==> src/rtl/regfile_sb_pkg.sv <==
// regfile_sb_pkg: core-wide constants and helpers shared by the register file,
// its scoreboard and the bus interface.
//   XLEN_DEFAULT  default data width in bits
//   NREG_DEFAULT  default number of architectural registers (power of two, >= 2)
//   NRD_DEFAULT   default number of read ports (1..4)
//   addr_width()  register address width for a given register count
package regfile_sb_pkg;

    localparam int unsigned XLEN_DEFAULT = 32;
    localparam int unsigned NREG_DEFAULT = 32;
    localparam int unsigned NRD_DEFAULT  = 2;

    function automatic int unsigned addr_width(input int unsigned nreg);
        return (nreg <= 2) ? 1 : $clog2(nreg);
    endfunction

endpackage

==> src/rtl/regfile_sb_if.sv <==
// regfile_sb_if: read, writeback, issue and status signals of the scoreboarded
// register file.
//   rd_addr  [NRD*AW]    packed read addresses, port k at [k*AW +: AW]
//   rd_data  [NRD*XLEN]  packed combinational read data
//   rd_busy  [NRD]       addressed register has a pending write
//   wr_en/wr_addr/wr_data  writeback strobe, register and value
//   sb_set/sb_addr       issue strobe marking a register pending
//   flush                synchronous clear of pending marks and err
//   pend_cnt [AW+1]      number of pending registers
//   err                  sticky WAW / orphan-writeback flag
// Modports: master drives requests (core / bench), slave is the register file.
interface regfile_sb_if
    import regfile_sb_pkg::*;
#(
    parameter int unsigned XLEN = XLEN_DEFAULT,
    parameter int unsigned NREG = NREG_DEFAULT,
    parameter int unsigned NRD  = NRD_DEFAULT
) ();
    localparam int unsigned AW = addr_width(NREG);

    logic [NRD*AW-1:0]   rd_addr;
    logic [NRD*XLEN-1:0] rd_data;
    logic [NRD-1:0]      rd_busy;
    logic                wr_en;
    logic [AW-1:0]       wr_addr;
    logic [XLEN-1:0]     wr_data;
    logic                sb_set;
    logic [AW-1:0]       sb_addr;
    logic                flush;
    logic [AW:0]         pend_cnt;
    logic                err;

    modport master (
        output rd_addr, wr_en, wr_addr, wr_data, sb_set, sb_addr, flush,
        input  rd_data, rd_busy, pend_cnt, err
    );

    modport slave (
        input  rd_addr, wr_en, wr_addr, wr_data, sb_set, sb_addr, flush,
        output rd_data, rd_busy, pend_cnt, err
    );

endinterface

==> src/rtl/regfile_scoreboard.sv <==
// regfile_scoreboard: pending-bit array, pending count and sticky error flag.
//   i_clock, i_reset_n      clock, asynchronous active-low reset
//   i_wr_en, i_wr_addr      writeback clears the pending mark
//   i_sb_set, i_sb_addr     issue sets the pending mark
//   i_flush                 clears all marks and err; issue is ignored
//   i_rd_addr               packed read addresses for busy lookup
//   o_rd_busy               per read port busy (same-cycle writeback unblocks)
//   o_pend_cnt              popcount of the pending bits
//   o_err                   sticky WAW / orphan-writeback flag
module regfile_scoreboard #(
    parameter int unsigned NREG = 32,
    parameter int unsigned NRD  = 2,
    parameter int unsigned AW   = 5
) (
    input  logic              i_clock,
    input  logic              i_reset_n,
    input  logic              i_wr_en,
    input  logic [AW-1:0]     i_wr_addr,
    input  logic              i_sb_set,
    input  logic [AW-1:0]     i_sb_addr,
    input  logic              i_flush,
    input  logic [NRD*AW-1:0] i_rd_addr,
    output logic [NRD-1:0]    o_rd_busy,
    output logic [AW:0]       o_pend_cnt,
    output logic              o_err
);
    localparam int unsigned CW = AW + 1;

    logic [NREG-1:0] r_pending;
    logic [AW:0]     r_pend_cnt;
    logic            r_err;

    logic [NREG-1:0] w_pending_d;
    logic [AW:0]     w_pend_cnt_d;
    logic            w_err_d;

    logic w_clr, w_set, w_same, w_inc, w_dec, w_waw, w_orphan;

    // x0 is never pending, so strobes aimed at it are dropped here.
    assign w_clr  = i_wr_en && (i_wr_addr != '0);
    assign w_set  = i_sb_set && (i_sb_addr != '0);
    assign w_same = (i_wr_addr == i_sb_addr);

    // Set wins over clear on the same register, so a clear only counts as a
    // 1->0 transition when no set hits that register.
    assign w_inc    = w_set && !r_pending[i_sb_addr];
    assign w_dec    = w_clr && r_pending[i_wr_addr] && !(w_set && w_same);
    assign w_waw    = w_set && r_pending[i_sb_addr] && !(w_clr && w_same);
    assign w_orphan = w_clr && !r_pending[i_wr_addr] && !(w_set && w_same);

    always_comb begin
        w_pending_d  = r_pending;
        w_pend_cnt_d = r_pend_cnt;
        w_err_d      = r_err;
        if (i_flush) begin
            w_pending_d  = '0;
            w_pend_cnt_d = '0;
            w_err_d      = 1'b0;
        end else begin
            if (w_clr) w_pending_d[i_wr_addr] = 1'b0;
            if (w_set) w_pending_d[i_sb_addr] = 1'b1;
            w_pend_cnt_d = r_pend_cnt + CW'(w_inc) - CW'(w_dec);
            w_err_d      = r_err | w_waw | w_orphan;
        end
    end

    always_ff @(posedge i_clock or negedge i_reset_n) begin
        if (!i_reset_n) begin
            r_pending  <= '0;
            r_pend_cnt <= '0;
            r_err      <= 1'b0;
        end else begin
            r_pending  <= w_pending_d;
            r_pend_cnt <= w_pend_cnt_d;
            r_err      <= w_err_d;
        end
    end

    for (genvar k = 0; k < NRD; k++) begin : g_busy
        logic [AW-1:0] w_ra;
        assign w_ra         = i_rd_addr[k*AW +: AW];
        assign o_rd_busy[k] = r_pending[w_ra] && !(i_wr_en && (i_wr_addr == w_ra));
    end

    assign o_pend_cnt = r_pend_cnt;
    assign o_err      = r_err;

endmodule

==> src/rtl/regfile_sb.sv <==
// regfile_sb: register file with write-through read bypass and a pending-write
// scoreboard. x0 reads as zero and ignores writes.
//   i_clock    system clock, rising edge
//   i_reset_n  asynchronous active-low reset (clears storage and scoreboard)
//   bus        regfile_sb_if slave: read ports, writeback, issue, flush, status
module regfile_sb
    import regfile_sb_pkg::*;
#(
    parameter int unsigned XLEN = XLEN_DEFAULT,
    parameter int unsigned NREG = NREG_DEFAULT,
    parameter int unsigned NRD  = NRD_DEFAULT
) (
    input  logic         i_clock,
    input  logic         i_reset_n,
    regfile_sb_if.slave  bus
);
    localparam int unsigned AW = addr_width(NREG);

    logic [XLEN-1:0]     r_regs [NREG];
    logic [NRD*XLEN-1:0] w_rd_data;

    always_ff @(posedge i_clock or negedge i_reset_n) begin
        if (!i_reset_n) begin
            for (int i = 0; i < int'(NREG); i++) r_regs[i] <= '0;
        end else if (bus.wr_en && (bus.wr_addr != '0)) begin
            // Flush does not gate this: a writeback in a flush cycle still commits.
            r_regs[bus.wr_addr] <= bus.wr_data;
        end
    end

    for (genvar k = 0; k < NRD; k++) begin : g_rd
        logic [AW-1:0] w_ra;
        assign w_ra = bus.rd_addr[k*AW +: AW];
        assign w_rd_data[k*XLEN +: XLEN] =
            (w_ra == '0)                             ? '0 :
            (bus.wr_en && (bus.wr_addr == w_ra))     ? bus.wr_data :
                                                       r_regs[w_ra];
    end

    assign bus.rd_data = w_rd_data;

    regfile_scoreboard #(
        .NREG (NREG),
        .NRD  (NRD),
        .AW   (AW)
    ) u_scoreboard (
        .i_clock    (i_clock),
        .i_reset_n  (i_reset_n),
        .i_wr_en    (bus.wr_en),
        .i_wr_addr  (bus.wr_addr),
        .i_sb_set   (bus.sb_set),
        .i_sb_addr  (bus.sb_addr),
        .i_flush    (bus.flush),
        .i_rd_addr  (bus.rd_addr),
        .o_rd_busy  (bus.rd_busy),
        .o_pend_cnt (bus.pend_cnt),
        .o_err      (bus.err)
    );

endmodule
==> src/flat_wrapper.sv <==
// flat-port wrapper written by rule: the top's interface ports become plain ports
module regfile_sb_flat import regfile_sb_pkg::*;
#(
    parameter int unsigned XLEN = XLEN_DEFAULT,
    parameter int unsigned NREG = NREG_DEFAULT,
    parameter int unsigned NRD  = NRD_DEFAULT
)
  (i_clock, i_reset_n, bus_rd_addr, bus_wr_en, bus_wr_addr, bus_wr_data, bus_sb_set, bus_sb_addr, bus_flush, bus_rd_data, bus_rd_busy, bus_pend_cnt, bus_err);
  regfile_sb_if #(.XLEN(XLEN), .NREG(NREG), .NRD(NRD)) bus_i ();
  input  logic i_clock;
  input  logic i_reset_n;
  input wire logic [$bits(bus_i.rd_addr)-1:0] bus_rd_addr;
  input wire logic [$bits(bus_i.wr_en)-1:0] bus_wr_en;
  input wire logic [$bits(bus_i.wr_addr)-1:0] bus_wr_addr;
  input wire logic [$bits(bus_i.wr_data)-1:0] bus_wr_data;
  input wire logic [$bits(bus_i.sb_set)-1:0] bus_sb_set;
  input wire logic [$bits(bus_i.sb_addr)-1:0] bus_sb_addr;
  input wire logic [$bits(bus_i.flush)-1:0] bus_flush;
  output wire logic [$bits(bus_i.rd_data)-1:0] bus_rd_data;
  output wire logic [$bits(bus_i.rd_busy)-1:0] bus_rd_busy;
  output wire logic [$bits(bus_i.pend_cnt)-1:0] bus_pend_cnt;
  output wire logic [$bits(bus_i.err)-1:0] bus_err;
  assign bus_i.rd_addr = bus_rd_addr;
  assign bus_i.wr_en = bus_wr_en;
  assign bus_i.wr_addr = bus_wr_addr;
  assign bus_i.wr_data = bus_wr_data;
  assign bus_i.sb_set = bus_sb_set;
  assign bus_i.sb_addr = bus_sb_addr;
  assign bus_i.flush = bus_flush;
  assign bus_rd_data = bus_i.rd_data;
  assign bus_rd_busy = bus_i.rd_busy;
  assign bus_pend_cnt = bus_i.pend_cnt;
  assign bus_err = bus_i.err;
  regfile_sb #(.XLEN(XLEN), .NREG(NREG), .NRD(NRD)) u_core (.i_clock(i_clock), .i_reset_n(i_reset_n), .bus(bus_i));
endmodule
==> config.mk <==
export PLATFORM = sky130hd
export DESIGN_NAME = regfile_sb_flat
export DESIGN_NICKNAME = d
export VERILOG_FILES = /design/src/rtl/regfile_sb_pkg.sv /design/src/rtl/regfile_sb_if.sv /design/src/rtl/regfile_scoreboard.sv /design/src/rtl/regfile_sb.sv /design/src/flat_wrapper.sv
export SDC_FILE = /design/constraint.sdc
export NUM_CORES = 2
export LEC_CHECK = 0
export BUFFER_PORTS_ARGS = -buffer_cell sky130_fd_sc_hd__buf_2
export CAP_MARGIN = 10
export CORE_MARGIN = 2
export CORE_UTILIZATION = 28
export CTS_CLUSTER_DIAMETER = 40
export DETAILED_ROUTE_END_ITERATION = 8
export GPL_ROUTABILITY_DRIVEN = 0
export MAX_ROUTING_LAYER = met4
export PLACE_DENSITY = 0.45
export SYNTH_ARGS = -nofsm -noshare
export SYNTH_HDL_FRONTEND = slang
export SYNTH_SLANG_ARGS = --single-unit
==> constraint.sdc <==
create_clock -name i_clock -period 5.8 [get_ports i_clock]
set_clock_uncertainty 0.15 [all_clocks]
set_input_delay 0 -clock i_clock [delete_from_list [all_inputs] [get_ports i_clock]]
set_output_delay 0 -clock i_clock [all_outputs]
set_load 0.02 [all_outputs]
# Yosys cells after proc, flatten, opt, wreduce, memory -nomap -nowiden
# Cells that the tools add are included.
[totals]
latch_bits = 0
n_memories = 0
regBits = 1063
mem_bits_ro = 0
word_cells = 117
out_inout_bits = 73
ram_bits = 0
[op_classes]
eq_ne = 3
bitwise = 8
n_mux = 31
n_shift = 0
reduce_logical = 28
addsub = 2
multipliers = 0
n_div = 0
order_cmp = 10
[op_table]
columns = ["cell", "n"]
rows = [
  ["1024-bit bitwise mux", 1],
  ["32-bit 2-to-1 mux", 13],
  ["32-bit binary-select mux with 5-bit select", 2],
  ["32-bit demux with 5-bit select", 1],
  ["32-bit AND", 1],
  ["32-bit inverter", 1],
  ["32-bit bitwise OR", 1],
  ["5-bit by 6-bit less-than comparator with 1-bit output, second input constant", 4],
  ["1-bit binary-select mux with 5-bit select", 4],
  ["6-bit >= comparator, second input constant", 3],
  ["1-bit logical AND", 18],
  ["5-bit inverter with 6-bit output", 3],
  ["5-bit == test", 3],
  ["1-bit demux with 5-bit select", 2],
  ["5-bit by 1-bit >= comparator with 1-bit output, second input constant", 2],
  ["5-bit logical NOT", 2],
  ["5-bit nonzero test", 2],
  ["1-bit 2-to-1 mux", 7],
  ["6-bit by 1-bit adder with 6-bit output", 1],
  ["1-bit logical NOT", 6],
  ["6-bit by 1-bit less-than comparator with 1-bit output, second input constant", 1],
  ["6-bit 2-to-1 mux", 1],
  ["6-bit by 1-bit subtractor with 6-bit output", 1],
  ["1-bit bitwise OR", 2],
]

# Logic depth before layout (Yosys ltp)
[logic_depth]
depth_word = 11
ltp_mapped = 16

# Cells and area by module
# From an unflattened synthesis, not the netlist that was laid out.
[unflattened]
hier_cells = 4116
area_unflattened_um2 = 57941.8
[by_module_without_submodules]
columns = ["module", "instances", "cells_per_inst", "seq_area_each_um2", "area_each_um2"]
rows = [
  ["regfile_sb", 1, 3792, 25624.6, 54798.8],
  ["regfile_scoreboard", 1, 324, 975.9, 3143.0],
]

# Least setup slack after synthesis
# Ideal clock, no wire load.
[synth_timing]
path_kind = "input port to flip-flop"
start = "in bus_wr_addr[3]"
end = "reg u_core.u_scoreboard.r_pend_cnt[4], in the netlist u_core.u_scoreboard.o_pend_cnt[4]"
setup_time_ns = 0.132
cell_stages = 16
t_arrival_ns = 2.720
path_slack_ns = 2.798
path_buffers = 2
t_required_ns = 5.518
path_cell_list = "clkbuf_1 -> buf_2 -> or3b_2 -> o22ai_1 -> nor4_1 -> mux2_2 -> a211oi_1 -> ha_1 -> inv_1 -> ha_1 -> fa_1 -> a21oi_1 -> nor2_1 -> nor2_1 -> xor2_1 -> nor2_1"
[synth_via]
elab_chain_cells = 6
word_cells_on_any_way = 11
[synth_lines]
columns = ["element", "line", "rtl"]
rows = [
  ["start, declared", "flat_wrapper.sv:14", "input wire logic [$bits(bus_i.wr_addr)-1:0] bus_wr_addr;"],
  ["1-bit binary-select mux with 5-bit select, or another cell as far along", "regfile_scoreboard.sv:47", "assign w_dec = w_clr && r_pending[i_wr_addr] && !(w_set && w_same);"],
  ["1-bit 2-to-1 mux (not written as such), or another cell as far along", "regfile_scoreboard.sv:47", ""],
  ["1-bit logical AND or 1-bit logical NOT (tied branches)", "regfile_scoreboard.sv:47", ""],
  ["1-bit logical AND *", "regfile_scoreboard.sv:47", ""],
  ["6-bit by 1-bit subtractor with 6-bit output *", "regfile_scoreboard.sv:62", "w_pend_cnt_d = r_pend_cnt + CW'(w_inc) - CW'(w_dec);"],
  ["6-bit 2-to-1 mux *", "regfile_scoreboard.sv:55", "if (i_flush) begin"],
  ["named net u_core.u_scoreboard.w_pend_cnt_d[4]", "regfile_scoreboard.sv:34", "logic [AW:0] w_pend_cnt_d;"],
  ["end signal, assigned", "regfile_scoreboard.sv:74", "r_pend_cnt <= w_pend_cnt_d;"],
  ["end, declared", "regfile_scoreboard.sv:30", "logic [AW:0] r_pend_cnt;"],
]
# The timed path passes the listed nets; every way through them passes the cells marked *. The select of a mux whose other input is x is not followed.
# A chain may end at the register's enable or synchronous reset.

# Final worst setup path
[layout_timing]
start = "in bus_wr_addr[2]"
end = "out bus_rd_data[30]"
[layout_via]
elab_chain_cells = 4
[layout_lines]
columns = ["element", "line", "rtl"]
rows = [
  ["5-bit == test", "regfile_sb.sv:36", "(bus.wr_en && (bus.wr_addr == w_ra)) ? bus.wr_data :"],
  ["1-bit logical AND", "regfile_sb.sv:36", ""],
  ["32-bit 2-to-1 mux", "regfile_sb.sv:36", ""],
  ["32-bit 2-to-1 mux", "regfile_sb.sv:35", "(w_ra == '0) ? '0 :"],
  ["end, declared", "flat_wrapper.sv:19", "output wire logic [$bits(bus_i.rd_data)-1:0] bus_rd_data;"],
]
# Every way passes these cells.

==> results.sh <==
export IMPL_outcome="finished, final reports clean"
export IMPL_ys_types=52
export IMPL_fillers=20083
export IMPL_drt_pass1_iter_count=5
export IMPL_grt_use_total_pct=20.20
export IMPL_p_sw_mw=7.429
export IMPL_start_util_pct=28.12
export IMPL_timing_final_crit_period_ns=3.735
export IMPL_hold_path_class="in2reg"
export IMPL_grt_pass1_wl_um=301800
export IMPL_whs_ns=0.09904
export IMPL_path_class="in2out"
export IMPL_worstMarginPinSlew_ns=1.246
export IMPL_rsz0062_at_grt="false"
export IMPL_synth_area_sq_um=58100
export IMPL_layout_drive_gt1_share_pct=52.24
export IMPL_cts_sinks=1063
export IMPL_fp_dieArea_sq_um=211200
export IMPL_syn_to_final_growth_pct=19.42
export IMPL_switching_share_pct=27.30
export IMPL_cp_required_ns=5.65
export IMPL_synth_seq_cells=1063
export IMPL_max_freq_ghz=0.2678
export IMPL_hp_start="bus_wr_addr[3]"
export IMPL_rows=167
export IMPL_synth_top_area_share_pct=45.78
export IMPL_fin_tns_setup_ns=0
export IMPL_synthCells=4013
export IMPL_yosysMostFrequentCell="mux2_2"
export IMPL_cts_tree="built"
export IMPL_report_final_slew_viol_count=0
export IMPL_fin_nets=4104
export IMPL_drv_cap=0
export IMPL_coreArea_sq_um=206700
export IMPL_grt_pass1_vias=39718
export IMPL_ys_top_cells_by_area="dfrtp_1, mux2_2, mux4_2"
export IMPL_pwr_share_clk_pct=46.9
export IMPL_initialDrtViolationCount=2684
export IMPL_clock_path_buffers=3
export IMPL_maxSlewHeadroom_pct=16.70
export IMPL_critPathLaunchType="input port"
export IMPL_syn_area_per_cell_sq_um=14.48
export IMPL_combPwrFrac_pct=17.2
export IMPL_intPower_mw=19.79
export IMPL_async_reset_ff_share_pct=100.0
export IMPL_drt_wl_total_um=208300
export IMPL_cp_max_fo=16
export IMPL_cts_root_buffer="clkbuf_16"
export IMPL_final_hold_viol_count=0
export IMPL_drc=0
export IMPL_ir_drop_v=0.0003276
export IMPL_fp_dieH_um=459.5
export IMPL_multi_input_area_sq_um=29730
export IMPL_p_per_area_nw_per_um2=392.2
export IMPL_antenna_found_initial=8
export IMPL_endpoint_kind="output pin"
export IMPL_synth_warnings=0
export IMPL_synth_edf_count=0
export IMPL_die_x_um=459.5
export IMPL_clkTransAtPathRegs_ns=0.04
export IMPL_synth_top_family_by_area="multiplexers"
export IMPL_hold_depth=6
export IMPL_yosys_area_share_simple_pct=1.927
export IMPL_final_setup_viol_count=0
export IMPL_vias_per_cell=5.455
export IMPL_yosysSeqAreaShare_pct=45.78
export IMPL_synth_top_cells_by_count="mux2_2, dfrtp_1, mux4_2, clkbuf_1, mux2i_1"
export IMPL_r2r_slack_ns=2.44
export IMPL_holdPathEnd="u_core.u_scoreboard.o_err$_DFF_PN0_"
export IMPL_seq_area_sq_um=26600
export IMPL_grt_max_degree=163
export IMPL_post_route_period_util_pct=64.39
export IMPL_arrival_ns=3.58
export IMPL_cts_made_buffers=208
export IMPL_h_tree_depth=4
export IMPL_postRouteAntennaNets=0
export IMPL_pwr_share_seq_pct=36.0
export IMPL_total_power_mw=27.21
export IMPL_synth_adder_area_share_pct=0.1637
export IMPL_r2r_end="u_core.u_scoreboard.o_pend_cnt[4]$_DFF_PN0_"
export IMPL_synthXorXnorAreaFrac_pct=0.3015
export IMPL_vias=37803
export IMPL_synth_compound_area_share_pct=5.007
export IMPL_grt_overflow=0
export IMPL_dp_hpwl_um=113500
export IMPL_syn_nets=4077
export IMPL_postLayoutCoreUtil_pct=33.58
export IMPL_reg2reg_depth=14
export IMPL_clk_latency_ns=0.81
export IMPL_io_pins=130
export IMPL_io_buffers=129
export IMPL_synthFlopType="dfrtp_1"
export IMPL_muxShareOfSynthArea_pct=43.26
export IMPL_timing_rr_start="u_core.u_scoreboard.r_pending[27]$_DFF_PN0_"
export IMPL_wire_per_inst_um=30.06
export IMPL_synth_largest_area_cell="dfrtp_1"
export IMPL_p_leak_nw=29.87
[critical path, cell delays in order]
cell and delay, ns:
dlygate4sd3_1 0.52, buf_2 0.33, xor2_1 0.11, nor4_1 0.38, nand3_1 0.49, a21oi_4 0.70
buf_4 0.40, nand2_1 0.09, o31ai_1 0.23, buf_2 0.30
[cells in the final DEF, fill, tap and decap left out, types with 17 or more instances in the layout]
cell	n
buf_2	119
bufinv_16	29
a22oi_1	41
clkinv_2	39
a211o_1	31
o21ai_0	42
a21o_1	33
clkbuf_1	24
dfrtp_1	1063
nor2_1	52
clkinvlp_4	23
clkbuf_8	31
o22ai_1	100
mux2i_1	207
nand2_1	90
o221ai_1	32
buf_4	72
dlygate4sd3_1	57
clkbuf_16	208
a21oi_1	91
nor2_4	17
mux4_2	476
mux2_2	1096
o31ai_1	36
[layout make-up]
class	count	share of cell area (%)
Tap cell	2704	4.876
Inverter	7	0.03787
Antenna cell	3	0.01082
Clock buffer	262	8.226
Sequential cell	1063	38.33
Clock inverter	131	2.582
Multi-Input combinational cell	2488	42.84
Timing Repair Buffer	272	3.092
[cells by family after synthesis]
kind of cell	Yosys count
buffers and inverters	462
AND/OR/NAND/NOR	247
adder cells (fa/ha/maj)	7
AO/OA/AOI/OAI	435
multiplexers	1779
flip-flops	1063
XOR/XNOR	20
[power by group through the flow]
stage / logic (mW) / clock network (mW) / registers [mW]
3_5_place_dp: 4.68 / 0 / 9.87
2_1_floorplan: 3.53 / 0 / 9.54
5_1_grt: 5.03 / 13.4 / 9.96
3_3_place_gp: 4.63 / 0 / 9.82
4_1_cts: 4.73 / 13.0 / 9.76
6_report: 4.67 / 12.8 / 9.79
[state kept, by name, indices dropped and copies added, names as in the netlist]
| signal | count |
|---|---|
| u_core.u_scoreboard.o_err | 1 |
| u_core.u_scoreboard.o_pend_cnt | 6 |
| u_core.u_scoreboard.r_pending | 32 |
| u_core.r_regs | 1024 |
[worst max path at each step]
stage	endpoint	startpoint	depth (start not counted)	slack [ns]
after floorplan	u_core.u_scoreboard.o_pend_cnt[4]$_DFF_PN0_	bus_wr_addr[3]	16	2.80
after global placement	bus_rd_data[30]	bus_rd_addr[1]	6	2.24
after detailed placement	bus_rd_data[0]	bus_rd_addr[1]	8	2.28
after CTS	bus_rd_data[0]	bus_wr_addr[2]	10	2.05
after global routing	bus_rd_data[30]	bus_wr_addr[2]	10	1.90
final	bus_rd_data[30]	bus_wr_addr[2]	10	2.07
[metrics by stage]
stage          std cells  area [sq um]  setup WS (ns)
6_report            6930         69390          2.065
4_1_cts             6927         69380          2.049
3_5_place_dp        6476         61290          2.280
5_1_grt             6929         69390          1.904
2_1_floorplan       4013         58100          2.798
3_3_place_gp        6476         61290          2.236
[layer usage]
| layer | up-vias | GRT usage [%] | part of all wire (%) |
|---|---|---|---|
| met4 | 0 | 5.349 | 2.4 |
| met3 | 311 | 3.147 | 4.1 |
| met5 | - | - | 0 |
| met2 | 913 | 32.15 | 48 |
| li1 | 15659 | - | - |
| met1 | 20920 | 26.83 | 45 |
[what timing repair did]
action / CTS / global route
endpoints found under the hold margin: 1924 / 0
resized for setup: 0 / 0
hold buffers: 58 / 0
setup buffers: 0 / 0
setup endpoints to repair: 0 / 0
Power figures use the tool's default switching activity.
